File: src/rtl/unified_mem_arbiter.sv
`default_nettype none
// =============================================================================
// unified_mem_arbiter: shares one single-port sync RAM between fetch and data
// Rev 1.0
// =============================================================================
module unified_mem_arbiter #(
  parameter int ADDR_W     = 8,
  parameter int DATA_W     = 32,
  parameter int STARVE_MAX = 3
) (
  input  logic              clk,
  input  logic              rst,
  input  logic              i_req,
  input  logic [31:0]       i_addr,
  output logic              i_gnt,
  output logic              i_stall,
  output logic              i_valid,
  output logic [DATA_W-1:0] i_rdata,
  input  logic              d_req,
  input  logic              d_we,
  input  logic [3:0]        d_be,
  input  logic [31:0]       d_addr,
  input  logic [DATA_W-1:0] d_wdata,
  output logic              d_gnt,
  output logic              d_stall,
  output logic              d_valid,
  output logic [DATA_W-1:0] d_rdata,
  output logic              ram_en,
  output logic [3:0]        ram_we,
  output logic [ADDR_W-1:0] ram_addr,
  output logic [DATA_W-1:0] ram_wdata,
  input  logic [DATA_W-1:0] ram_rdata
);

  localparam int CNT_W = (STARVE_MAX > 0) ? $clog2(STARVE_MAX + 1) : 1;
  localparam logic [CNT_W-1:0] C_STARVE_MAX = CNT_W'(STARVE_MAX);

  localparam logic [1:0] IDLE  = 2'd0;
  localparam logic [1:0] OWN_I = 2'd1;
  localparam logic [1:0] OWN_D = 2'd2;

  logic [1:0]       r_state;
  logic [CNT_W-1:0] r_starve_cnt;
  logic             w_force_i;
  logic             w_unused_addr_bits;

  assign w_force_i = (r_starve_cnt == C_STARVE_MAX);

  // Data wins contention unless fetch has been denied STARVE_MAX cycles in a row.
  assign i_gnt   = ~rst & i_req & (~d_req | w_force_i);
  assign d_gnt   = ~rst & d_req & ~(i_req & w_force_i);
  assign i_stall = ~rst & i_req & ~i_gnt;
  assign d_stall = ~rst & d_req & ~d_gnt;

  assign ram_en    = i_gnt | d_gnt;
  assign ram_addr  = d_gnt ? d_addr[ADDR_W+1:2] : i_addr[ADDR_W+1:2];
  assign ram_we    = (d_gnt & d_we) ? d_be : 4'b0000;
  assign ram_wdata = d_wdata;

  assign i_valid = (r_state == OWN_I);
  assign d_valid = (r_state == OWN_D);
  assign i_rdata = ram_rdata;
  assign d_rdata = ram_rdata;

  assign w_unused_addr_bits = ^{i_addr[31:ADDR_W+2], i_addr[1:0],
                                d_addr[31:ADDR_W+2], d_addr[1:0]};

  always_ff @(posedge clk or posedge rst) begin
    if (rst) begin
      r_state      <= IDLE;
      r_starve_cnt <= '0;
    end else begin
      if (i_gnt)
        r_state <= OWN_I;
      else if (d_gnt)
        r_state <= OWN_D;
      else
        r_state <= IDLE;

      if (i_req & ~i_gnt) begin
        if (r_starve_cnt != C_STARVE_MAX)
          r_starve_cnt <= r_starve_cnt + CNT_W'(1);
      end else begin
        r_starve_cnt <= '0;
      end
    end
  end

endmodule
`default_nettype wire

File: config.mk
export PLATFORM = sky130hd
export DESIGN_NAME = unified_mem_arbiter
export DESIGN_NICKNAME = d
export VERILOG_FILES = /design/src/rtl/unified_mem_arbiter.sv
export SDC_FILE = /design/constraint.sdc
export NUM_CORES = 1
export LEC_CHECK = 0
export BUFFER_PORTS_ARGS = -buffer_cell sky130_fd_sc_hd__buf_2
export CAP_MARGIN = 15
export CORE_AREA = 8 8 91 93
export DETAILED_ROUTE_END_ITERATION = 10
export DIE_AREA = 0 0 99 101
export PLACE_DENSITY = 0.65
export SKIP_CTS_REPAIR_TIMING = 1
export SKIP_LAST_GASP = 1
export SLEW_MARGIN = 20
export SYNTH_ARGS = -nofsm -noshare
export SYNTH_HDL_FRONTEND = slang
export SYNTH_SLANG_ARGS = --single-unit
File: constraint.sdc
create_clock -name clk -period 3.5 [get_ports clk]
set_clock_uncertainty 0.15 [all_clocks]
set_input_delay 0.7 -clock clk [delete_from_list [all_inputs] [get_ports clk]]
set_output_delay 0.7 -clock clk [all_outputs]
set_load 0.02 [all_outputs]
== Word level (Yosys, flattened, before mapping) ==
Index checks and enable logic that the tools add are counted.
Widths: inputs -> output; s select.

* Bits in registers: 4
* Input port bits: 137

* $add $sub $neg: 1
* Equal/unequal tests: 5
* Multiplexer cells: 6
* Bitwise gates (word level): 16

{| class="wikitable"
|+ Operator list
! cell !! number
|-
| $and 1x1->1 || 9
|-
| $mux 2 || 4
|-
| $mux 8 || 1
|-
| $not 1->1 || 5
|-
| $eq 2x2->1 const B || 2
|-
| $mux 4 || 1
|-
| $add 2x1->2 const B || 1
|-
| $eq 2x1->1 const B || 1
|-
| $ne 2x1->1 const B || 1
|-
| $ne 2x2->1 const B || 1
|-
| $or 1x1->1 || 2
|}

== Longest topological paths before layout ==
Gate-level depths: netlist (run 1).

* Depth in word-level cells: 6
* Depth in mapped cells: 5
* Gate-level depth less buffers: 4

== Least setup slack after synthesis (run 1) ==
OpenSTA, ideal clock, no wires.

* Kind: input to output
* From: input port rst
* To: output port ram_addr[2]
* Arrival time: 1.518 ns
* Data required time: 2.650 ns
* Slack: 1.132 ns
* Stages: 4
* Buffers on the path: 1
* Path through: nand2b_4 -> a21oi_4 -> buf_8 -> mux2_4

* Word-level cells in the longest chain between the ends: 4

{| class="wikitable"
|+ Ends and longest elaborated chain
! what !! RTL line !! RTL
|-
| start, declared || 12 || <nowiki>input logic rst,</nowiki>
|-
| $not 1->1 || 51 || <nowiki>assign d_gnt = ~rst & d_req & ~(i_req & w_force_i);</nowiki>
|-
| $and 1x1->1 (2 in series) || 51 ||
|-
| named net d_gnt || 24 || <nowiki>output logic d_gnt,</nowiki>
|-
| $mux 8 || 56 || <nowiki>assign ram_addr = d_gnt ? d_addr[ADDR_W+1:2] : i_addr[ADDR_W+1:2];</nowiki>
|-
| end, declared || 30 || <nowiki>output logic [ADDR_W-1:0] ram_addr,</nowiki>
|}

The timed path passes the listed nets, and every way through them passes these cells.

== Worst setup path after layout (run 1) ==
* From: register r_starve_cnt[0]
* To: output port ram_addr[7]

* Word-level cells in the longest chain between the ends: 5

{| class="wikitable"
|+ Ends and longest elaborated chain
! what !! RTL line !! RTL
|-
| start, declared || 43 || <nowiki>logic [CNT_W-1:0] r_starve_cnt;</nowiki>
|-
| start signal, assigned || 82 || <nowiki>r_starve_cnt <= r_starve_cnt + CNT_W'(1);</nowiki>
|-
| $eq 2x2->1 || 47 || <nowiki>assign w_force_i = (r_starve_cnt == C_STARVE_MAX);</nowiki>
|-
| $and 1x1->1 || 51 ||
|-
| $not 1->1 || 51 ||
|-
| $and 1x1->1 || 51 ||
|-
| $mux 8 || 56 ||
|}

No other way between the ends.

==> summary by stage, run 1 <==
Outcome
The flow ran to the end, and the final reports show no timing, DRC or antenna violations.

Final layout
The area growth from synthesis to layout is -35.7%. Counting the fill cells in the layout gives 802. In the final layout, the share of cells above drive strength 1 is ~67%. After the last flow step, the layout net total stands at between 200 and 250.

The repair_antennas step left the layout with diodes totalling 0. The most common cell after layout, fill and taps aside is buf_2. In the layout the commonest cells are buf_2, mux2_4, and3_1, dfrtp_1.

Critical path
The start point of the critical path is r_starve_cnt[0]. The cell with the largest stage delay on the worst path is a21oi_4. The setup check on the worst reg-to-reg path leaves a slack of roughly 2.1 ns. The destination of the worst register-to-register timing path is r_state[0]. The critical path goes through ha_1, a21oi_4, mux2_2, buf_2.

Data on the critical path arrives at its endpoint at 1.94 ns. Along the worst path, the maximum fanout reaches 13. At the worst endpoint, the required time is between 2 and 3 ns. The category of the most critical setup path is register to output port.

STA classifies the critical path startpoint as a register. The startpoint identified for the worst register-to-register timing path is r_starve_cnt[0]. Grouping stages by cell kind, the critical path spends the most delay in compound AO/OA/AOI/OAI gates. The critical path's largest stage delay is ~0.44 ns. The category of the worst setup path capture point is an output port. The number of buffers and inverters on the critical path is 1. Counting cells, the worst reg-to-reg path comes to 3.

GRT
The via count of the first global-routing pass was approximately 600. The first global-routing pass estimated approximately 3000 µm of wire. The total congestion overflow is 0. The largest net degree at the start of global routing is 14. The global-route total usage across every layer is roughly 3.7%. The initial antenna violation count is 0.

Timing
The final hold violation count is 0. Setup repair after global routing left no endpoint under its margin. At the pin with the least slew margin, the transition time is between 0.4 and 0.5 ns. The top achievable clock speed is approximately 360 MHz. The total negative setup slack is 0 ns. The final max-slew violation count came to 0. The share of the clock period used by the worst path is between 70% and 80%. The normalized max-slew margin is between 70% and 80%.

The worst path needs between 2 and 3 ns of the cycle, external delays included. Setup violations remaining at the end of the flow were counted as 0.

Routing
In the routed design, unresolved DRC markers number 0. In this run, the number of DRC markers left after iteration 0 of detailed routing was 4. The final routed wire length divided by cell count is roughly 13 µm. The pre-antenna-repair detailed-routing pass consisted of 4 iterations.

The number of antenna-violating nets in the routed design is 0. The total via count in the routed design is between 500 and 600. Wires add up to about 2100 µm. The average via count per standard cell is roughly 3.4.

CTS
The TritonCTS clock tree is built. No sink is reached through more buffers than the 2 on the longest clock path. The worst-skew pair later-pin latency is about 0.21 ns.

Buffers inserted during clock tree synthesis total 3. Counting every sink on the clock net gives 4. The root buffer cell chosen for the clock tree is clkbuf_8. The count of H-tree levels built during CTS is 1.

The clock transition time at the flip-flop clock pins of the worst setup and hold paths is 0.03 ns.

Floorplan
The I/O pin count is approximately 250. The die height is 101 µm. The floorplan has 31 rows. Once the floorplan was initialized, standard cells occupied between 10% and 20% of the core.

The die covers approximately 10000 µm². The floorplan core area is between 6000 and 7000 µm². The die is between 90 and 100 µm wide.

Flow run
Across the run, the number of max-cap violations was 0.

Yosys
For this run, the number of Yosys warnings is 0. The register bit total from synthesis is 4. After technology mapping, the gate count stands at between 100 and 150.

The largest total area in the synthesized netlist belongs to buf_4. Sequential elements use ~8.7% of the synthesized area. Counting every net in the synthesized netlist gives roughly 270. Sorting the synthesized cells by area gives the leading types as buf_4, dfrtp_1, mux2_4. The mean cell area of the mapped netlist is ~8.5 µm². The area of the mapped netlist is 1150 µm². The top cell type's share of synthesized area is 62.5%. The count of cell types in the netlist is 21.

Power
In this run switching power makes up between 20% and 30% of total power. Of the total power, combinational logic draws a little over a third. The portion of total power attributed to the clock network is between 40% and 50%. The overall power after layout is ~0.23 mW. The internal power of the cells totals between 0.15 and 0.2 mW. IR analysis of the VDD net gives a maximum drop of roughly 80 µV.

The leakage power total is slightly below 0.4 nW. The fraction of power consumed by sequential logic is roughly a quarter. The switching power summed over all nets is about 0.070 mW. Dividing total power by cell area gives a power density of between 300 and 400 nW/µm².

Place
In this run the tool buffered the top-level ports with 43 buffer cells. The placed wire-length estimate after detailed placement is between 1500 and 2000 µm. The placer's final routability congestion estimate is around 0.73.

Hold path
The path class of the tightest hold or removal check is input port to async pin.
-- metal layers --
layer | GRT usage [%] | part of all wire, % | up-vias
met5 | 0 | 0 | -
met4 | 6.97 | 13 | 0
met3 | 2.62 | 23 | 33
met2 | 5.56 | 41 | 67
met1 | 2.11 | 23 | 236
li1 | - | - | 226
-- state kept, by name (all words and copies together), names as in the netlist --
| signal | count |
|---|---|
| r_starve_cnt | 2 |
| r_state | 2 |
-- through the flow --
stage,setup slack [ns],instances,utilization (%),cell area (µm²),hold WS (ns)
2_1_floorplan,1.13,136,-,1150,0.316
3_3_place_gp,0.774,162,10.1,701,0.426
3_5_place_dp,0.743,162,10.1,701,0.431
4_1_cts,0.692,165,10.7,742,0.259
5_1_grt,0.615,165,10.7,742,0.263
6_report,0.708,165,10.7,742,0.256
-- cell usage after synthesis (all sizes together) --
library cell,n
mux2,8
xor2,1
nor2,3
nand2b,1
dfrtp,4
nand4b,1
nand3b,1
o21ai,2
ha,1
inv,1
a21oi,2
and3,4
mux2i,1
buf,99
nor2b,3
nand2,2
nor3b,2
-- power groups by stage --
stage                     Combinational, mW  Clock (mW)  Sequential [mW]
final                                0.0847      0.0948           0.0554
after global routing                 0.0932       0.103           0.0564
after global placement               0.0841           0           0.0554
after CTS                            0.0864      0.0974           0.0554
after floorplan                       0.222           0           0.0547
after detailed placement             0.0856           0           0.0557
-- how the worst max path moves through the flow --
| stage | to | slack [ns] | cells after the start |
|---|---|---|---|
| 2_1_floorplan | ram_addr[2] | 1.13 | 4 |
| 5_1_grt | ram_addr[0] | 0.61 | 4 |
| 6_report | ram_addr[7] | 0.71 | 4 |
| 4_1_cts | ram_addr[0] | 0.69 | 4 |
| 3_5_place_dp | ram_addr[0] | 0.74 | 5 |
| 3_3_place_gp | ram_addr[0] | 0.77 | 5 |
-- logic make-up after synthesis --
group / share of synthesized area, %
flip-flops: 8.68
XOR/XNOR: 0.759
buffers and inverters: 67.1
adder cells (fa/ha/maj): 1.08
multiplexers: 10.3
AO/OA/AOI/OAI: 2.71
AND/OR/NAND/NOR: 9.33
-- area by class of cell --
class                      count  area (µm²)  share of cell area, %
sequential                     4         100                   13.5
clock buffer                   3        41.3                   5.56
multi-input combinational     32         279                   37.6
timing repair buffer          43         215                   29.0
tap                           82         103                   13.8
inverter                       1        3.75                  0.506
-- worst register-to-register path, stage by stage (launching register included) --
cell and delay, ns:
dfrtp_1 0.39, ha_1 0.39, nor2b_1 0.11, nor3b_1 0.23
(Power assumes the default switching activity.)
==> run 2: changes to the inputs <==
--- a/config.mk
+++ b/config.mk
@@ -5,12 +5,13 @@
 export SDC_FILE = /design/constraint.sdc
 export NUM_CORES = 1
 export LEC_CHECK = 0
+export ABC_AREA = 1
 export BUFFER_PORTS_ARGS = -buffer_cell sky130_fd_sc_hd__buf_2
 export CAP_MARGIN = 15
-export CORE_AREA = 8 8 91 93
+export CORE_AREA = 8 8 92 94
 export DETAILED_ROUTE_END_ITERATION = 10
-export DIE_AREA = 0 0 99 101
-export PLACE_DENSITY = 0.65
+export DIE_AREA = 0 0 100 102
+export PLACE_DENSITY = 0.63
 export SKIP_CTS_REPAIR_TIMING = 1
 export SKIP_LAST_GASP = 1
 export SLEW_MARGIN = 20
==> constraint.sdc (replaced) <==
create_clock -name clk -period 2.6 [get_ports clk]
set_clock_uncertainty 0.15 [all_clocks]
set_input_delay 0.52 -clock clk [delete_from_list [all_inputs] [get_ports clk]]
set_output_delay 0.52 -clock clk [all_outputs]
set_load 0.02 [all_outputs]
==> run 2 against run 1 <==
Against the previous run: global-route usage increased by 0.82 points; non-clock buffer count stayed put; synthesized area decreased by 3.7%; synthesized cell count is 20% higher; largest cell class unchanged; flip-flop and latch count is the same; highest routed layer unchanged; critical path depth is 3 higher; sequential power rose by 29%; power grew 29%; final cell count rose by 28%; die area rose by 2.0%; via count grew 18%.
==> summary by stage, run 2 <==
Outcome
The run finished with clean final reports.

Routing
The initial detailed-routing violation count is 5 (+1). The total wire length came to 2390 µm (+13%). The final routed wire length divided by cell count is 11.3 µm (-12%).

The total via count in the routed design is 661 (+18%). The first-pass detailed-route iteration total came to 2 (-2). The number of antenna-violating nets in the routed design was 0 (unchanged).

The remaining routing DRC violations is 0 (unchanged). The average via count per standard cell is 3.12 (-8.5%).

Final layout
The ratio of cells with drive above 1 in the final layout is 46.9% (-21 points). In the layout the commonest cells are buf_2, nand2_1, inv_1. The post-layout net count was 253 (+13%). The largest registers in the layout are r_starve_cnt x2, r_state x2. The area of all placed cells without fillers is 771 µm² (+3.9%). The non-filler instance count after layout is 212 (+28%). The total of fill cells in the finished design is 850 (+6.0%).

The antenna diode count is 0 (unchanged). The most common cell after layout, fill and taps aside is buf_2. The post-layout utilization of the core was 10.9% (+0.23 points). Compared with the post-synthesis result, the final layout area differs by -30.6%.

Yosys
The count of cell types in the netlist is 14 (-33%). buf_4 takes more of the synthesized area than any other cell. The top cell type's share of synthesized area is 64.9% (+2.4 points).

The share of synthesized area occupied by flip-flops and latches is 9.01% (+0.33 points). The synthesized instance count is 163 (+20%). The number of enable-type register cells in the synthesized netlist came to 0 (unchanged).

The proportion of synthesized flip-flops having asynchronous set or reset was 100% (unchanged). The area of the mapped netlist is 1110 µm² (-3.7%). The net count after synthesis is 301 (+9.9%).

The Yosys warning count is 0 (unchanged). The register bit total from synthesis is 4 (unchanged). The mean cell area of the mapped netlist came to 6.82 µm² (-20%).

The commonest cells after synthesis are buf_4, nand2_1, inv_1. For this run, the leading register cell type out of synthesis is dfrtp_1. The most common cell in the netlist is buf_4. After synthesis, the cell types taking the most area are buf_4, nand2_1, dfrtp_1.

Power
The overall power after layout was 0.303 mW (+29%). The switching power summed over all nets is 0.0981 mW (+40%). The total power density per cell area is 394 nW/µm² (+24%). The maximum resistive drop on vdd is 63.7 µV (-21%). The internal cell power came to 0.205 mW (+25%). The leakage power total was 0.469 nW (+20%). The portion of total power attributed to the clock network was 42.5% (+2.1 points). The logic gate share of total power came to 34.0% (-2.1 points). The switching portion of total power was 32.3% (+2.4 points). The fraction of power consumed by sequential logic came to 23.5% (about the same).

Place
The number of cells after detailed placement is 209 (+29%). The placer's final routability congestion estimate is 0.698 (-4.3%). The cell area after placement is 729 µm² (+4.1%). The number of port buffers came to 43 (unchanged). The post-placement worst setup slack is 0.421 ns (-0.322 ns). The placed wire-length estimate after detailed placement was 2090 µm (+15%).

Critical path
The category of the most critical setup path is register to output port. The worst path arrival time is 1.65 ns (-0.29 ns). The highest net fanout along the worst path is 10 (-3).

The startpoint kind of the worst setup timing path is a register. The data required time of the worst path is 1.93 ns (-0.72 ns). STA classifies the critical path endpoint as an output port.

Timing
Setup repair after global routing left no endpoint under its margin. The worst hold slack is 0.0768 ns (-0.179 ns). The normalized max-slew margin is 85.7% (+15 points).

The total negative setup slack is 0 ns (unchanged). The final setup slack of the worst path came to 0.280 ns (-0.428 ns). The final setup violation count was 0 (unchanged).

The worst-margin pin slew is 0.214 ns (-0.219 ns). The final max-slew violation count is 0 (unchanged). The clock period could shrink to 2.32 ns. The share of the clock period used by the worst path is 89.2%. The top achievable clock speed is 431 MHz. The final hold violation count is 0 (unchanged).

GRT
The wire length of the first global-routing pass came to 3500 µm (+17%). The global-route total usage across every layer is 4.54% (+0.82 points). The total congestion overflow is 0 (unchanged). The largest net degree at the start of global routing is 11 (-3). The via count of the first global-routing pass came to 762 (+28%). The initial antenna violation count is 0 (unchanged).

CTS
The number of CTS-inserted buffers is 3 (unchanged). TritonCTS built the clock tree. The number of sinks driven by the clock tree is 4 (unchanged).

The cell chosen for the clock root is clkbuf_8. The worst-skew pair later-pin latency was 0.21 ns (about the same). The clock transition time at the flip-flop clock pins of the worst setup and hold paths is 0.03 ns (about the same).

The count of H-tree levels built during CTS is 1 (unchanged). The maximum buffer depth of the clock tree came to 2 (unchanged).

Floorplan
The overall die width came to 100 µm (+1.0%). The floorplan core area came to 7060 µm² (+1.7%). The I/O pin count is 252 (unchanged). The starting density of the core is 15.7% (-0.88 points). The area of the die is 10200 µm² (+2.0%). The die height is 102 µm (+0.99%). The site row count is 31 (unchanged).

Hold path
The worst hold path class is input port to async pin.

Flow run
The total of max-cap violations came to 0 (unchanged).
-- run 2: cell types whose count changed in the layout (fill, tap and decap cells not counted), moves of 3 or more --
cell     delta
nor2b_1     -3
nand2_1    +30
and3_1      -4
mux2_2      -3
mux2_4      -5
inv_1       +9
nor2_1      +6
-- run 2: path summary, 6_finish.rpt --
kind	start	end	slack, ns	cells after the start
min in group clk	r_starve_cnt[1]	r_starve_cnt[1]	0.35	2
max reg2reg	r_starve_cnt[0]	r_starve_cnt[1]	1.36	5
min reg2reg	r_starve_cnt[1]	r_starve_cnt[1]	0.35	2
max	r_starve_cnt[0]	ram_we[3]	0.28	7
min	rst	r_state[1]	0.08	2
max in group asynchronous	rst	r_starve_cnt[0]	2.06	2
-- run 2: metal layers --
metal	vias to the layer above	global-route usage [%]	wire [µm]
li1	289	-	-
met1	269	3.71	857
met2	59	6.98	992
met3	44	2.59	293
met4	0	5.81	250
met5	-	0	0
-- run 2: cells by family after synthesis --
group	after synthesis	share of synthesized area (%)
buf+inv	108	68.9
simple gates	49	20.5
flops	4	9.01
compound gates	1	0.450
fa+ha+maj	1	1.13
-- run 2: area by class of cell --
cell class,count,area (µm²),share of cell area [%]
clock buffers,3,41.3,5.36
inverters,12,45.0,5.84
multi-input cells,51,245,31.8
flip-flops and latches,4,100,13.0
well taps,99,124,16.1
repair buffers,43,215,27.9
-- run 2: power groups by stage --
| stage | Combinational (mW) | Clock [mW] | Sequential (mW) |
|---|---|---|---|
| after floorplan | 0.275 | 0 | 0.0708 |
| after global placement | 0.104 | 0 | 0.0716 |
| after detailed placement | 0.106 | 0 | 0.0716 |
| after CTS | 0.106 | 0.134 | 0.0714 |
| after global routing | 0.115 | 0.138 | 0.0720 |
| final | 0.103 | 0.129 | 0.0713 |
-- run 2: critical path, cell delays in order, from the launching register on --
cell and delay (ns):
dfrtp_1 0.39, ha_1 0.23, nand2_1 0.17, inv_2 0.09, nor2_8 0.20, nand2_4 0.08
nor2_1 0.10, buf_2 0.17
==> run 3: changes to the inputs <==
--- a/config.mk
+++ b/config.mk
@@ -8,10 +8,10 @@
 export ABC_AREA = 1
 export BUFFER_PORTS_ARGS = -buffer_cell sky130_fd_sc_hd__buf_2
 export CAP_MARGIN = 15
-export CORE_AREA = 8 8 92 94
+export CORE_AREA = 2 2 97 99
 export DETAILED_ROUTE_END_ITERATION = 10
-export DIE_AREA = 0 0 100 102
-export PLACE_DENSITY = 0.63
+export DIE_AREA = 0 0 99 101
+export PLACE_DENSITY = 0.53
 export SKIP_CTS_REPAIR_TIMING = 1
 export SKIP_LAST_GASP = 1
 export SLEW_MARGIN = 20
==> run 3 against run 2 <==
Against the previous run: non-clock buffer count did not move; clock-buffer cell count did not move; fmax rose by 0.50%; power fell by 0.74%; hold slack barely moved; critical path depth did not move; critical endpoint is now ram_we[1]; largest cell class unchanged; largest power group unchanged.
==> summary by stage, run 3 (synthesis results as in run 2) <==
Final layout
The antenna diode count is 0 (unchanged). The post-layout net count is 253 (unchanged). The largest registers in the layout are r_starve_cnt x2, r_state x2. The ratio of cells with drive above 1 in the final layout is 46.9% (unchanged). Leaving out fill and tap cells, the most frequent cell in the layout is buf_2. The library cells used most frequently in the layout, excluding fill and tap cells, are buf_2, nand2_1, inv_1.

The non-filler instance count after layout is 224 (+5.7%). The area growth from synthesis to layout is -29.3%.

Power
The maximum resistive drop on vdd was 79.4 µV (+25%). The leakage power total is 0.469 nW (unchanged). The total power density per cell area came to 383 nW/µm² (-2.6%).

The overall power after layout is 0.301 mW (-0.74%).

Floorplan
The overall die width is 99 µm (-1.0%). The area of the die came to 10000 µm² (-2.0%). The die height is 101 µm (-0.98%). The starting density of the core was 12.4% (-3.4 points). The site row count is 35 (+13%). The floorplan core area was 8980 µm² (+27%). The I/O pin count is 252 (unchanged).

CTS
The cell chosen for the clock root is clkbuf_8. The count of H-tree levels built during CTS came to 1 (unchanged). The maximum buffer depth of the clock tree is 2 (unchanged). The TritonCTS clock tree is built.

The clock transition time at the flip-flop clock pins of the worst setup and hold paths is 0.03 ns (about the same). The number of CTS-inserted buffers came to 3 (unchanged). The number of sinks driven by the clock tree is 4 (unchanged). The worst-skew pair later-pin latency is 0.21 ns (about the same).

GRT
The initial antenna violation count is 0 (unchanged). The total congestion overflow is 0 (unchanged). The via count of the first global-routing pass is 660 (-13%). The global-route total usage across every layer is 4.64% (+0.10 points). The largest net degree at the start of global routing is 11 (unchanged). The wire length of the first global-routing pass is 3490 µm (-0.20%).

Routing
The average via count per standard cell is 2.72 (-13%). The remaining routing DRC violations is 0 (unchanged). The first-pass detailed-route iteration total came to 4 (+2).

The total wire length was 2420 µm (+0.92%). The initial detailed-routing violation count was 5 (unchanged). The total via count in the routed design is 609 (-7.9%). The final routed wire length divided by cell count is 10.8 µm (-4.5%). The number of antenna-violating nets in the routed design was 0 (unchanged).

Critical path
The startpoint kind of the worst setup timing path is a register. The worst path arrival time came to 1.64 ns (about the same). The highest net fanout along the worst path came to 10 (unchanged).

The critical path's largest stage delay came to 0.38 ns (about the same). Broken down by cell family, the worst path's largest delay share belongs to simple AND/OR/NAND/NOR gates. The destination of the worst register-to-register timing path is r_starve_cnt[1].

The number of buffers and inverters on the critical path was 2 (unchanged). The worst setup path is of the register to output port kind. The minimum setup slack among reg-to-reg paths came to 1.36 ns (about the same). The launch instance of the worst register-to-register path is r_starve_cnt[0]. The cell with the largest stage delay on the worst path is dfrtp_1.

The worst reg-to-reg path cell count is 5 (unchanged). The data required time of the worst path is 1.93 ns (about the same). Walking the worst path, the cells encountered are ha_1, nand2_1, inv_2, nor2_8, nand2_4, nor2_1, buf_2. The category of the worst setup path capture point is an output port.

Place
The placer's final routability congestion estimate came to 0.746 (+6.8%). The post-placement worst setup slack came to 0.405 ns (-0.0162 ns). The number of cells after detailed placement is 221 (+5.7%).

The placed wire-length estimate after detailed placement is 2110 µm (+0.71%). The number of port buffers is 43 (unchanged).

Hold path
The worst hold path class is input port to async pin.

Flow run
The total of max-cap violations is 0 (unchanged).

Timing
The final max-slew violation count is 0 (unchanged). The top achievable clock speed is 433 MHz (+0.50%). The total negative setup slack is 0 ns (unchanged).

The normalized max-slew margin is 86.1% (+0.42 points). The post-layout minimum cycle time is 2.31 ns (-0.0116 ns). The share of the clock period used by the worst path is 88.8% (-0.45 points). Setup repair after global routing left no endpoint under its margin. The final setup slack of the worst path is 0.291 ns (+0.0116 ns). The worst-margin pin slew came to 0.208 ns (-0.00659 ns). The final setup violation count is 0 (unchanged). The final hold violation count is 0 (unchanged).

Outcome
The run finished with clean final reports.
==> run 3: cell counts in the layout (fill, tap and decap cells not counted) <==
No cell type changed its count.
==> run 3: per-layer routing <==
layer	up-vias	part of all wire, %	track usage, %
met1	224	29	3.61
li1	291	-	-
met3	39	16	2.22
met4	0	11	6.01
met5	-	0	0
met2	55	44	7.54
==> run 3: area by class of cell <==
cell class,count,area (µm²)
well taps,111,139
multi-input cells,51,245
inverters,12,45.0
fillers,1043,8190
repair buffers,43,215
flip-flops and latches,4,100
clock buffers,3,41.3
==> run 3: metrics by stage <==
step	hold slack [ns]	util, %	cell area (µm²)
floorplan	0.144	-	1110
global placement	0.295	8.29	744
detailed placement	0.303	8.29	744
CTS	0.0745	8.75	786
global route	0.0950	8.75	786
finish	0.0769	8.75	786
==> run 3: worst max-delay path by stage <==
stage                          from   endpoint  cells past startpoint
floorplan           r_starve_cnt[0]  ram_we[1]                      6
global placement                rst  ram_we[2]                      7
detailed placement              rst  ram_we[0]                      7
CTS                 r_starve_cnt[0]  ram_we[2]                      7
global route        r_starve_cnt[0]  ram_we[3]                      7
finish              r_starve_cnt[0]  ram_we[1]                      7
==> run 3: report_power, final <==
group	leakage, nW	total (mW)	switching [mW]	internal, mW
combinational	0.395	0.103	0.0638	0.0391
sequential	0.0523	0.0709	0.00310	0.0678
clock	0.0216	0.127	0.0289	0.0984
total	0.469	0.301	0.0958	0.205
